--- config.mk ---
export PLATFORM = sky130hd
export DESIGN_NAME = mc_ctrl_flat
export DESIGN_NICKNAME = d
export VERILOG_FILES = /design/src/rtl/mc_ctrl_if.sv /design/src/rtl/mc_ctrl.sv /design/src/flat_wrapper.sv
export SDC_FILE = /design/constraint.sdc
export NUM_CORES = 1
export LEC_CHECK = 0
export CAP_MARGIN = 15
export CORE_MARGIN = 2
export CORE_UTILIZATION = 43
export CTS_BUF_LIST = sky130_fd_sc_hd__clkbuf_8
export DETAILED_ROUTE_END_ITERATION = 6
export HOLD_SLACK_MARGIN = 0.05
export PLACE_DENSITY = 0.86
export SETUP_SLACK_MARGIN = 0.15
export SYNTH_ARGS = -nofsm -noshare
export SYNTH_HDL_FRONTEND = slang
export SYNTH_SLANG_ARGS = --single-unit
--- constraint.sdc ---
create_clock -name i_clk -period 3.1 [get_ports i_clk]
set_clock_uncertainty 0.1 [all_clocks]
set_input_delay 0.62 -clock i_clk [delete_from_list [all_inputs] [get_ports i_clk]]
set_output_delay 0.62 -clock i_clk [all_outputs]
set_load 0.005 [all_outputs]
--- src/rtl/mc_ctrl_if.sv ---
// Control/status bundle between the multicycle controller and its datapath.
// The slave side is the controller; the master side drives opcode/flags and observes controls.
interface mc_ctrl_if;
    logic [5:0] i_Op;
    logic [5:0] i_Funct;
    logic       i_Zero;
    logic       i_MemReady;
    logic       o_PCen;
    logic       o_IorD;
    logic [1:0] o_PCsrc;
    logic       o_IRwrite;
    logic       o_MemWrite;
    logic       o_RegWrite;
    logic       o_RegDst;
    logic       o_MemtoReg;
    logic       o_ALUsrcA;
    logic [1:0] o_ALUsrcB;
    logic [2:0] o_ALUcontrol;
    logic [3:0] o_State;
    logic       o_Illegal;

    modport slave (
        input  i_Op, i_Funct, i_Zero, i_MemReady,
        output o_PCen, o_IorD, o_PCsrc, o_IRwrite, o_MemWrite, o_RegWrite,
               o_RegDst, o_MemtoReg, o_ALUsrcA, o_ALUsrcB, o_ALUcontrol,
               o_State, o_Illegal
    );

    modport master (
        output i_Op, i_Funct, i_Zero, i_MemReady,
        input  o_PCen, o_IorD, o_PCsrc, o_IRwrite, o_MemWrite, o_RegWrite,
               o_RegDst, o_MemtoReg, o_ALUsrcA, o_ALUsrcB, o_ALUcontrol,
               o_State, o_Illegal
    );
endinterface

--- src/rtl/mc_ctrl.sv ---
// Multicycle MIPS-subset control FSM: fetch/decode/execute/memory/writeback sequencing
// with memory-ready stalls and illegal-instruction flagging.
module mc_ctrl (
    input  logic       i_clk,
    input  logic       i_reset,
    mc_ctrl_if.slave   bus
);
    typedef enum logic [3:0] {
        S_FETCH    = 4'd0,
        S_DECODE   = 4'd1,
        S_MEMADR   = 4'd2,
        S_MEMRD    = 4'd3,
        S_MEMWB    = 4'd4,
        S_MEMWR    = 4'd5,
        S_EXECUTE  = 4'd6,
        S_ALUWB    = 4'd7,
        S_BRANCH   = 4'd8,
        S_ADDIEXEC = 4'd9,
        S_ADDIWB   = 4'd10,
        S_JUMP     = 4'd11
    } state_t;

    state_t     r_state;
    state_t     w_cur;
    state_t     w_next;
    logic       w_PCen, w_IorD, w_IRwrite, w_MemWrite, w_RegWrite;
    logic       w_RegDst, w_MemtoReg, w_ALUsrcA, w_Illegal;
    logic [1:0] w_PCsrc, w_ALUsrcB;
    logic [2:0] w_ALUcontrol;

    always_ff @(posedge i_clk) begin
        if (i_reset) r_state <= S_FETCH;
        else         r_state <= w_next;
    end

    always_comb begin
        // Reset is synchronous, so outputs are decoded as FETCH while it is held
        w_cur        = i_reset ? S_FETCH : r_state;
        w_next       = S_FETCH;
        w_PCen       = 1'b0;
        w_IorD       = 1'b0;
        w_PCsrc      = 2'b00;
        w_IRwrite    = 1'b0;
        w_MemWrite   = 1'b0;
        w_RegWrite   = 1'b0;
        w_RegDst     = 1'b0;
        w_MemtoReg   = 1'b0;
        w_ALUsrcA    = 1'b0;
        w_ALUsrcB    = 2'b00;
        w_ALUcontrol = 3'b000;
        w_Illegal    = 1'b0;
        case (w_cur)
            S_FETCH: begin
                w_ALUsrcB    = 2'b01;
                w_ALUcontrol = 3'b010;
                w_IRwrite    = bus.i_MemReady;
                w_PCen       = bus.i_MemReady;
                w_next       = bus.i_MemReady ? S_DECODE : S_FETCH;
            end
            S_DECODE: begin
                w_ALUsrcB    = 2'b11;
                w_ALUcontrol = 3'b010;
                case (bus.i_Op)
                    6'b100011, 6'b101011: w_next = S_MEMADR;
                    6'b000000:            w_next = S_EXECUTE;
                    6'b000100:            w_next = S_BRANCH;
                    6'b001000:            w_next = S_ADDIEXEC;
                    6'b000010:            w_next = S_JUMP;
                    default:              w_Illegal = 1'b1;
                endcase
            end
            S_MEMADR: begin
                w_ALUsrcA    = 1'b1;
                w_ALUsrcB    = 2'b10;
                w_ALUcontrol = 3'b010;
                w_next       = (bus.i_Op == 6'b101011) ? S_MEMWR : S_MEMRD;
            end
            S_MEMRD: begin
                w_IorD = 1'b1;
                w_next = bus.i_MemReady ? S_MEMWB : S_MEMRD;
            end
            S_MEMWB: begin
                w_MemtoReg = 1'b1;
                w_RegWrite = 1'b1;
            end
            S_MEMWR: begin
                w_IorD     = 1'b1;
                w_MemWrite = bus.i_MemReady;
                w_next     = bus.i_MemReady ? S_FETCH : S_MEMWR;
            end
            S_EXECUTE: begin
                w_ALUsrcA = 1'b1;
                w_next    = S_ALUWB;
                case (bus.i_Funct)
                    6'b100000: w_ALUcontrol = 3'b010;
                    6'b100010: w_ALUcontrol = 3'b110;
                    6'b100100: w_ALUcontrol = 3'b000;
                    6'b100101: w_ALUcontrol = 3'b001;
                    6'b101010: w_ALUcontrol = 3'b111;
                    default: begin
                        w_ALUcontrol = 3'b010;
                        w_Illegal    = 1'b1;
                        w_next       = S_FETCH;
                    end
                endcase
            end
            S_ALUWB: begin
                w_RegDst   = 1'b1;
                w_RegWrite = 1'b1;
            end
            S_BRANCH: begin
                w_ALUsrcA    = 1'b1;
                w_ALUcontrol = 3'b110;
                w_PCsrc      = 2'b01;
                w_PCen       = bus.i_Zero;
            end
            S_ADDIEXEC: begin
                w_ALUsrcA    = 1'b1;
                w_ALUsrcB    = 2'b10;
                w_ALUcontrol = 3'b010;
                w_next       = S_ADDIWB;
            end
            S_ADDIWB: w_RegWrite = 1'b1;
            S_JUMP: begin
                w_PCsrc = 2'b10;
                w_PCen  = 1'b1;
            end
            default: w_next = S_FETCH;
        endcase
        if (i_reset) begin
            w_PCen     = 1'b0;
            w_IRwrite  = 1'b0;
            w_MemWrite = 1'b0;
            w_RegWrite = 1'b0;
            w_Illegal  = 1'b0;
        end
    end

    assign bus.o_PCen       = w_PCen;
    assign bus.o_IorD       = w_IorD;
    assign bus.o_PCsrc      = w_PCsrc;
    assign bus.o_IRwrite    = w_IRwrite;
    assign bus.o_MemWrite   = w_MemWrite;
    assign bus.o_RegWrite   = w_RegWrite;
    assign bus.o_RegDst     = w_RegDst;
    assign bus.o_MemtoReg   = w_MemtoReg;
    assign bus.o_ALUsrcA    = w_ALUsrcA;
    assign bus.o_ALUsrcB    = w_ALUsrcB;
    assign bus.o_ALUcontrol = w_ALUcontrol;
    assign bus.o_State      = w_cur;
    assign bus.o_Illegal    = w_Illegal;
endmodule

--- src/flat_wrapper.sv ---
// flat-port wrapper written by rule: the top's interface ports become plain ports
module mc_ctrl_flat 
  (i_clk, i_reset, bus_i_Op, bus_i_Funct, bus_i_Zero, bus_i_MemReady, bus_o_PCen, bus_o_IorD, bus_o_PCsrc, bus_o_IRwrite, bus_o_MemWrite, bus_o_RegWrite, bus_o_RegDst, bus_o_MemtoReg, bus_o_ALUsrcA, bus_o_ALUsrcB, bus_o_ALUcontrol, bus_o_State, bus_o_Illegal);
  mc_ctrl_if bus_i ();
  input  logic i_clk;
  input  logic i_reset;
  input wire logic [$bits(bus_i.i_Op)-1:0] bus_i_Op;
  input wire logic [$bits(bus_i.i_Funct)-1:0] bus_i_Funct;
  input wire logic [$bits(bus_i.i_Zero)-1:0] bus_i_Zero;
  input wire logic [$bits(bus_i.i_MemReady)-1:0] bus_i_MemReady;
  output wire logic [$bits(bus_i.o_PCen)-1:0] bus_o_PCen;
  output wire logic [$bits(bus_i.o_IorD)-1:0] bus_o_IorD;
  output wire logic [$bits(bus_i.o_PCsrc)-1:0] bus_o_PCsrc;
  output wire logic [$bits(bus_i.o_IRwrite)-1:0] bus_o_IRwrite;
  output wire logic [$bits(bus_i.o_MemWrite)-1:0] bus_o_MemWrite;
  output wire logic [$bits(bus_i.o_RegWrite)-1:0] bus_o_RegWrite;
  output wire logic [$bits(bus_i.o_RegDst)-1:0] bus_o_RegDst;
  output wire logic [$bits(bus_i.o_MemtoReg)-1:0] bus_o_MemtoReg;
  output wire logic [$bits(bus_i.o_ALUsrcA)-1:0] bus_o_ALUsrcA;
  output wire logic [$bits(bus_i.o_ALUsrcB)-1:0] bus_o_ALUsrcB;
  output wire logic [$bits(bus_i.o_ALUcontrol)-1:0] bus_o_ALUcontrol;
  output wire logic [$bits(bus_i.o_State)-1:0] bus_o_State;
  output wire logic [$bits(bus_i.o_Illegal)-1:0] bus_o_Illegal;
  assign bus_i.i_Op = bus_i_Op;
  assign bus_i.i_Funct = bus_i_Funct;
  assign bus_i.i_Zero = bus_i_Zero;
  assign bus_i.i_MemReady = bus_i_MemReady;
  assign bus_o_PCen = bus_i.o_PCen;
  assign bus_o_IorD = bus_i.o_IorD;
  assign bus_o_PCsrc = bus_i.o_PCsrc;
  assign bus_o_IRwrite = bus_i.o_IRwrite;
  assign bus_o_MemWrite = bus_i.o_MemWrite;
  assign bus_o_RegWrite = bus_i.o_RegWrite;
  assign bus_o_RegDst = bus_i.o_RegDst;
  assign bus_o_MemtoReg = bus_i.o_MemtoReg;
  assign bus_o_ALUsrcA = bus_i.o_ALUsrcA;
  assign bus_o_ALUsrcB = bus_i.o_ALUsrcB;
  assign bus_o_ALUcontrol = bus_i.o_ALUcontrol;
  assign bus_o_State = bus_i.o_State;
  assign bus_o_Illegal = bus_i.o_Illegal;
  mc_ctrl u_core (.i_clk(i_clk), .i_reset(i_reset), .bus(bus_i));
endmodule
# After elaboration in Yosys (flattened, before gate mapping)
# Index checks and enable logic that the tools add are counted.
# word_totals
input_bits	16
elab_cells	60
out_inout_bits	20
regBits	4
# op_classes
n_reduce_logical	10
n_eq_ne	21
mux	28
# ops
op	n
6-bit == test (second input constant)	7
4-bit case mux with 7 select lines	1
4-bit case mux with 5 select lines	1
4-bit by 3-bit == test with 1-bit output (second input constant)	4
4-bit == test (second input constant)	4
1-bit 2-to-1 mux	15
3-bit 2-to-1 mux	4
3-bit case mux with 4 select lines	1
3-bit case mux with 3 select lines	1
4-bit by 2-bit == test with 1-bit output (second input constant)	2
4-bit OR reduction	2
6-bit by 2-bit == test with 1-bit output (second input constant)	1
6-bit by 3-bit == test with 1-bit output (second input constant)	1
6-bit by 4-bit == test with 1-bit output (second input constant)	1
6-bit logical NOT	1
2-bit case mux with 3 select lines	1
2-bit OR reduction	3
6-bit OR reduction	1
5-bit OR reduction	1
4-bit by 1-bit == test with 1-bit output (second input constant)	1
4-bit logical NOT	1
4-bit 2-to-1 mux	1
2-bit case mux with 2 select lines	1
1-bit case mux with 3 select lines	1
other kinds (2)	2

# Depth between registers and ports, before layout
# Gate-level depths: netlist of run 1.
# depth
ltp_word	5
ltp_mapped	6
depth_no_buf	4

# Worst setup path after synthesis of run 1
# Ideal clock, no wire load.
# synth_timing
kind	input to output
start	input i_reset
end	output bus_o_Illegal
path_stages	4
n_path_buf	1
arrival_ns	1.591
path_slack_ns	0.789
required_time_ns	2.380
path_cell_list	or2_1 > buf_6 > or3_4 > o31ai_1
# synth_via
elab_chain_len	4
word_cells_on_any_way	5
classes_between	2 x eq/ne; 3 x mux
# synth_rtl
item	line	rtl
from (decl)	flat_wrapper.sv:6	input logic i_reset;
4-bit 2-to-1 mux	mc_ctrl.sv:38	w_cur = i_reset ? S_FETCH : r_state;
4-bit by 3-bit == test with 1-bit output or 4-bit by 1-bit == test with 1-bit output (tied branches)	mc_ctrl.sv:52	case (w_cur)
1-bit case mux with 2 select lines	mc_ctrl.sv:52	
1-bit 2-to-1 mux (*)	mc_ctrl.sv:130	if (i_reset) begin
to (decl)	flat_wrapper.sv:23	output wire logic [$bits(bus_i.o_Illegal)-1:0] bus_o_Illegal;
# Mark *: on every way between the ends. The rest lies on a longest branch, timed or not.

# Final worst setup path of run 1
# layout_timing
start	input bus_i_Funct[1]
end	output bus_o_ALUcontrol[1]
# layout_via
elab_chain_len	3
word_cells_on_any_way	6
classes_between	4 x eq/ne; 2 x mux
# layout_rtl
item	line	rtl
from (decl)	flat_wrapper.sv:8	input wire logic [$bits(bus_i.i_Funct)-1:0] bus_i_Funct;
6-bit == test	mc_ctrl.sv:94	case (bus.i_Funct)
3-bit case mux with 4 select lines (*)	mc_ctrl.sv:94	
3-bit case mux with 3 select lines (*)	mc_ctrl.sv:52	
to (decl)	flat_wrapper.sv:21	output wire logic [$bits(bus_i.o_ALUcontrol)-1:0] bus_o_ALUcontrol;
# Marks and branches as above.

==> results.cfg, run 1 <==
[final_layout]
layout.nets = 171
regMostFlops = u_core.r_state
synthToLayoutAreaGrowth_pct = 74.91
biggestRegsByFlops = u_core.r_state (4)
layout.core_utilization_pct = 79.90
max_ffs_per_register = 4
antenna_cells = 0
final_cells = 169
drive_gt1_share_pct = 18.30

[routing]
drc = 0
drt_iter0_drc = 42
routed_via_density = 5.852
drt_first_pass_iters = 4
num_vias = 989
routedWlPerCell_microns = 13.47
ant_nets = 0
wl_mm = 2.276

[global_routing]
grt.overflow.total = 0
grt_pass1_vias = 868
grt_start_max_net_pins = 16
grt_pass1_wl_mm = 3.677
grt_antenna_before_repair = 0
grtUsageTotal_pct = 24.81

[clocking]
tritoncts = done
clkSinkCount = 4
worst_setup_hold_path_clk_slew_ps = 30
htree_num_levels = 1
clockRootBuffer = sky130_fd_sc_hd__clkbuf_8
cts-buffers-inserted = 3
clk_path_buf_depth = 2
clock_insertion_delay_worst_skew_ps = 220

[floorplan]
dieArea_sq_um = 1936
design.core.area_sq_um = 1506
io-pin-count = 36
initial_utilization_pct = 45.68
dieWidth_microns = 44.01
num_rows = 14
floorplan.die.height_microns = 44.01

[synth]
synth.area.top_cells = sky130_fd_sc_hd__dfxtp_1, sky130_fd_sc_hd__nor3_1, sky130_fd_sc_hd__nor2_1
post_synth.cell_area_avg_sq_um = 6.372
synth.lib_cells_used.distinct = 40
synth.net_count = 124
ys_async_sr_fraction_pct = 0
synth.top_cell.area_share_pct = 11.64
synth-edff-count = 0
synth.ff_latch_count = 4
dominantRegCellSynth = sky130_fd_sc_hd__dfxtp_1
synth.yosys.seq_area_share_pct = 11.64
ys_warn_count = 0
netlist_instances = 108
post_synth_instance_area_sq_um = 688.2
synth_area_leader_cell = sky130_fd_sc_hd__dfxtp_1

[critical_path]
critical_path_arrival_ps = 2160
timing.rr.start = u_core.r_state[3]
timing.critical_path.slowest_stage_cell = sky130_fd_sc_hd__clkdlybuf4s50_1
critPathMostFrequentCell = sky130_fd_sc_hd__clkdlybuf4s50_1
r2r_end = u_core.r_state[0]
cp-end-kind = output pin
critical_path_class = input port to output pin
critPathTopFamily = buffers and inverters
worstSetupStartpointType = input port
timing.critical_path.slowest_cell_delay_ps = 540
critical_path.n_buffers_inverters = 2
ff2ff_setup_slack_ps = 1330
ff2ff_path_depth = 5
critical_path.cell_chain = clkdlybuf4s50_1 -> nor2_1 -> and3_1 -> o21ai_1 -> a21o_1 -> clkdlybuf4s50_1
cp.required_ps = 2380
crit_path_max_fanout = 5

[timing]
worst_slew_pin_slew_ps = 463.7
clock.fmax_ghz = 0.3469
rsz_0062_raised_after_global_routing = yes
max_slew_margin_pct = 69.05
period_share_pct = 92.99
finalHoldViolations = 0
period_minus_slack_ps = 2883
setup_ws_ps = 217.4
finalSetupViolations = 0
final-max-slew-violation-count = 0

[pwr]
irDropWorstVdd_v = 0.0003647
leakage_uw = 0.0004668
power.density_cell_area_nw_per_um2 = 198.0
finalPower_uw = 238.3

[worst_hold_path]
min_to = u_core.r_state[3]
hold-path-cell-count = 3
worstHoldStart = u_core.r_state[2]
hold_path.class = flop to flop

[placement]
place.detailed.instances = 164
pre_cts_slack_ps = -95.08
port_buffers = 35
gp_congestion = 0.9243
hpwlAfterDp_mm = 1.690

[job]
drv.max_cap_violation_count = 0

[status]
run_status = completed
==> metal layers <==
layer / GRT usage (%) / part of all wire [%] / up-vias / routed length, microns
met5: 0 / 0 / - / 0
met4: 7.273 / 0.57 / 0 / 13
met3: 7.500 / 8.0 / 2 / 182
met2: 45.29 / 51 / 49 / 1172
met1: 27.18 / 40 / 452 / 907
li1: - / - / 486 / -
==> stage by stage <==
step           setup TNS, ps  instance area (sq um)  hold WS (ps)
6_report                   0                   1204         637.5
5_1_grt                    0                   1204         658.6
4_1_cts                    0                   1159         597.4
3_5_place_dp          -265.9                   1106         587.6
3_3_place_gp          -269.0                   1106         588.3
2_1_floorplan              0                  688.2         434.9
==> cell usage in the layout, fill, tap and decap left out, types with 5 or more instances in the layout <==
cell type                         count
sky130_fd_sc_hd__nor3_1              10
sky130_fd_sc_hd__nand2b_1             5
sky130_fd_sc_hd__a21oi_1              6
sky130_fd_sc_hd__clkdlybuf4s50_1     30
sky130_fd_sc_hd__buf_4               13
sky130_fd_sc_hd__nand2_1             10
sky130_fd_sc_hd__inv_1                5
sky130_fd_sc_hd__nor2_1               9
==> worst max-delay path by stage <==
| stage | from | end | slack, ps | cells past startpoint |
|---|---|---|---|---|
| 3_5_place_dp | i_reset | bus_o_Illegal | -100 | 5 |
| 2_1_floorplan | i_reset | bus_o_Illegal | 790 | 4 |
| 5_1_grt | bus_i_Funct[1] | bus_o_ALUcontrol[1] | 130 | 6 |
| 4_1_cts | bus_i_Funct[5] | bus_o_ALUcontrol[1] | 190 | 6 |
| 6_report | bus_i_Funct[1] | bus_o_ALUcontrol[1] | 220 | 6 |
| 3_3_place_gp | i_reset | bus_o_Illegal | -110 | 5 |
==> synth_stat cells (2+ instances only) <==
cell type and n:
sky130_fd_sc_hd__nor3_1 12, sky130_fd_sc_hd__nor2_1 11, sky130_fd_sc_hd__nand2_1 10, sky130_fd_sc_hd__a21oi_1 6, sky130_fd_sc_hd__nand2b_1 6, sky130_fd_sc_hd__inv_1 5
sky130_fd_sc_hd__o21ai_0 5, sky130_fd_sc_hd__and3_1 4, sky130_fd_sc_hd__dfxtp_1 4, sky130_fd_sc_hd__a31oi_1 3, sky130_fd_sc_hd__clkbuf_1 3, sky130_fd_sc_hd__nand3b_1 3
sky130_fd_sc_hd__nor2b_1 3, sky130_fd_sc_hd__nor4_1 3, sky130_fd_sc_hd__xnor2_1 3, sky130_fd_sc_hd__buf_6 2, sky130_fd_sc_hd__nand3_1 2
==> power by group <==
group / total, uW / switching [uW] / leakage (uW) / internal, uW
Sequential: 56.7 / 3.61 / 0.0000325 / 53.1
Combinational: 73.5 / 31.2 / 0.000413 / 42.3
Clock: 108 / 25.6 / 0.0000216 / 82.6
Total: 238 / 60.4 / 0.000467 / 178
==> worst reg2reg max path, cell delays in order, from the launching register on <==
cell                      delay, ps
sky130_fd_sc_hd__dfxtp_1        440
sky130_fd_sc_hd__or3b_2         570
sky130_fd_sc_hd__nor2_2         170
sky130_fd_sc_hd__buf_4          130
sky130_fd_sc_hd__a31oi_1        100
sky130_fd_sc_hd__a41oi_1        180
==> layout make-up <==
type / count / area, sq um
timing repair buffer: 49 / 461.7
inverter: 5 / 18.77
clock buffer: 3 / 41.29
multi-input combinational: 92 / 581.8
fill: 109 / 302.8
sequential: 4 / 80.08
tap: 16 / 20.02
==> cell families (layout without fill, tap and decap cells) <==
group | Yosys count | in the layout | share of synthesized area (%)
AOI/OAI and AO/OA | 22 | 22 | 20.37
xor gates and xnor gates | 3 | 3 | 3.819
buffers and inverters | 12 | 57 | 8.908
DFF | 4 | 4 | 11.64
muxes | 1 | 1 | 1.455
and+or+nand+nor | 66 | 66 | 53.82
==> what timing repair did <==
action / CTS / global route
hold buffers: 0 / 0
setup buffers: 1 / 1
pin swaps: 1 / 2
resized for setup: 5 / 11
hold endpoints to repair: 0 / 0
endpoints found under the setup margin: 11 / 6
(Power assumes the default switching activity.)
==> inputs of run 2 (changes only) <==
--- a/config.mk
+++ b/config.mk
@@ -9,6 +9,7 @@
 export CORE_MARGIN = 2
 export CORE_UTILIZATION = 43
 export CTS_BUF_LIST = sky130_fd_sc_hd__clkbuf_8
+export CTS_CLUSTER_DIAMETER = 150
 export DETAILED_ROUTE_END_ITERATION = 6
 export HOLD_SLACK_MARGIN = 0.05
 export PLACE_DENSITY = 0.86
==> results of run 2 <==
The final DEF is identical to that of run 1; final timing and power are the same.
==> inputs of run 3 (changes only) <==
--- a/config.mk
+++ b/config.mk
@@ -5,14 +5,15 @@
 export SDC_FILE = /design/constraint.sdc
 export NUM_CORES = 1
 export LEC_CHECK = 0
+export ABC_AREA = 0
 export CAP_MARGIN = 15
 export CORE_MARGIN = 2
-export CORE_UTILIZATION = 43
+export CORE_UTILIZATION = 50
 export CTS_BUF_LIST = sky130_fd_sc_hd__clkbuf_8
 export CTS_CLUSTER_DIAMETER = 150
 export DETAILED_ROUTE_END_ITERATION = 6
+export DONT_BUFFER_PORTS = 1
 export HOLD_SLACK_MARGIN = 0.05
-export PLACE_DENSITY = 0.86
 export SETUP_SLACK_MARGIN = 0.15
 export SYNTH_ARGS = -nofsm -noshare
 export SYNTH_HDL_FRONTEND = slang
==> run 3 against run 2 <==
Compared with the run above:
- sequential share of layout area up 4.7 points
- via count shrank 22%
- final cell count down 30%
- sequential power increased by 2%
- first-iteration DRC count is 83% lower
- die area decreased by 13%
- maximum frequency increased by 15%
- clock power is essentially flat
- combinational power shrank 58%
- core utilization shrank 26 points
- flip-flop and latch count did not move
- critical path type is now flop to output pin
- largest power group unchanged
- highest routed layer is now met3
==> results.cfg, run 3 (synthesis results as in run 1) <==
[global_routing]
grtUsageTotal_pct = 23.00
grt_pass1_vias = 609
grt_pass1_wl_mm = 2.601
grt.overflow.total = 0
grt_start_max_net_pins = 18
grt_antenna_before_repair = 0

[worst_hold_path]
min_to = u_core.r_state[0]
hold_path.class = input port to flop
worstHoldStart = i_reset
hold-path-cell-count = 3

[final_layout]
multi_input_gate_area_sq_um = 546.8
regMostFlops = u_core.r_state
nFillCells = 148
drive_gt1_share_pct = 6.731
layout.nets = 122
antenna_cells = 0
synthToLayoutAreaGrowth_pct = 2.545
max_ffs_per_register = 4
layout_commonest_cell = sky130_fd_sc_hd__nor3_1
sequential_cell_area_sq_um = 80.08
most-common-layout-cells = sky130_fd_sc_hd__nor3_1, sky130_fd_sc_hd__nor2_1, sky130_fd_sc_hd__nand2_1, sky130_fd_sc_hd__nand2b_1, sky130_fd_sc_hd__a21oi_1
biggestRegsByFlops = u_core.r_state (4)
layout.core_utilization_pct = 54.23

[clocking]
post_cts.resized_instances = 0
tritoncts = done
clockRootBuffer = sky130_fd_sc_hd__clkbuf_8
htree_num_levels = 1
clkSinkCount = 4
clock_insertion_delay_worst_skew_ps = 220
worst_setup_hold_path_clk_slew_ps = 30
post-cts-setup-buffer-count = 0
postCtsHoldBufs = 0
clk_path_buf_depth = 2
cts-buffers-inserted = 3

[critical_path]
critical_path_class = flop to output pin
timing.rr.start = u_core.r_state[1]
cp-end-kind = output pin
worstSetupStartpointType = flop
r2r_end = u_core.r_state[0]
ff2ff_setup_slack_ps = 1310
critical_path_arrival_ps = 1790
ff2ff_path_depth = 4
cp.required_ps = 2380
crit_path_max_fanout = 14

[timing]
max_slew_margin_pct = 60.10
period_share_pct = 80.91
clock.fmax_ghz = 0.3987
worst_slew_pin_slew_ps = 590.2
fin_tns_setup_ps = 0
period_minus_slack_ps = 2508
finalHoldViolations = 0
rsz_0062_raised_after_global_routing = no
final-max-slew-violation-count = 0
finalSetupViolations = 0

[floorplan]
floorplan.die.height_microns = 41.10
num_rows = 13
io-pin-count = 36
design.core.area_sq_um = 1301
dieArea_sq_um = 1689
dieWidth_microns = 41.10
initial_utilization_pct = 52.88

[routing]
routedWlPerCell_microns = 14.73
wl_mm = 1.753
drt_iter0_drc = 7
ant_nets = 0
routed_via_density = 6.462
num_vias = 769
drc = 0
drt_first_pass_iters = 4

[job]
drv.max_cap_violation_count = 0

[status]
run_status = completed

[pwr]
leakage_uw = 0.0002187
irDropWorstVdd_v = 0.0001913
power.density_cell_area_nw_per_um2 = 278.6

[placement]
gp_congestion = 0.8431
hpwlAfterDp_mm = 1.346
port_buffers = 0
run 3: through the flow:
stage          worst slack [ps]  hold slack (ps)  instance area, sq um  total power (uW)  cells
2_1_floorplan             789.2            434.9                 688.2             87.48    108
3_3_place_gp              797.8            677.4                 664.4             88.97    116
3_5_place_dp              799.4            678.6                 664.4             89.39    116
4_1_cts                   575.1            518.0                 705.7             200.6    119
5_1_grt                   499.7            539.7                 705.7             208.8    119
6_report                  591.8            520.3                 705.7             196.6    119
run 3: area by class of cell:
cell class,count,share of cell area (%)
Sequential cell,4,11.35
Tap cell,15,2.660
Clock buffer,3,5.851
Multi-Input combinational cell,92,77.48
Inverter,5,2.660
run 3: critical path: stages, from the launching register on:
cell	delay (ps)
sky130_fd_sc_hd__dfxtp_1	600
sky130_fd_sc_hd__or3b_2	520
sky130_fd_sc_hd__nor2_1	170
sky130_fd_sc_hd__nand2_1	100
sky130_fd_sc_hd__o21bai_1	180
run 3: report_power, final:
group          switching, uW  internal (uW)  leakage [uW]  total (uW)
Combinational           16.3           14.9      0.000165        31.2
Clock                   25.1           82.6     0.0000216         108
Sequential              4.61           53.0     0.0000325        57.7
run 3: how the worst max path moves through the flow:
stage | endpoint | start | cells after the start | slack (ps)
finish | bus_o_ALUcontrol[2] | u_core.r_state[1] | 4 | 590
global placement | bus_o_Illegal | i_reset | 3 | 800
CTS | bus_o_ALUcontrol[2] | u_core.r_state[1] | 4 | 580
detailed placement | bus_o_Illegal | i_reset | 3 | 800
global route | bus_o_ALUcontrol[2] | u_core.r_state[1] | 4 | 500
floorplan | bus_o_Illegal | i_reset | 4 | 790
run 3: per-layer routing:
layer | track usage [%] | part of all wire [%]
met4 | 0 | 0
met3 | 7.065 | 5.6
met2 | 35.16 | 46
met1 | 33.33 | 49
met5 | 0 | 0
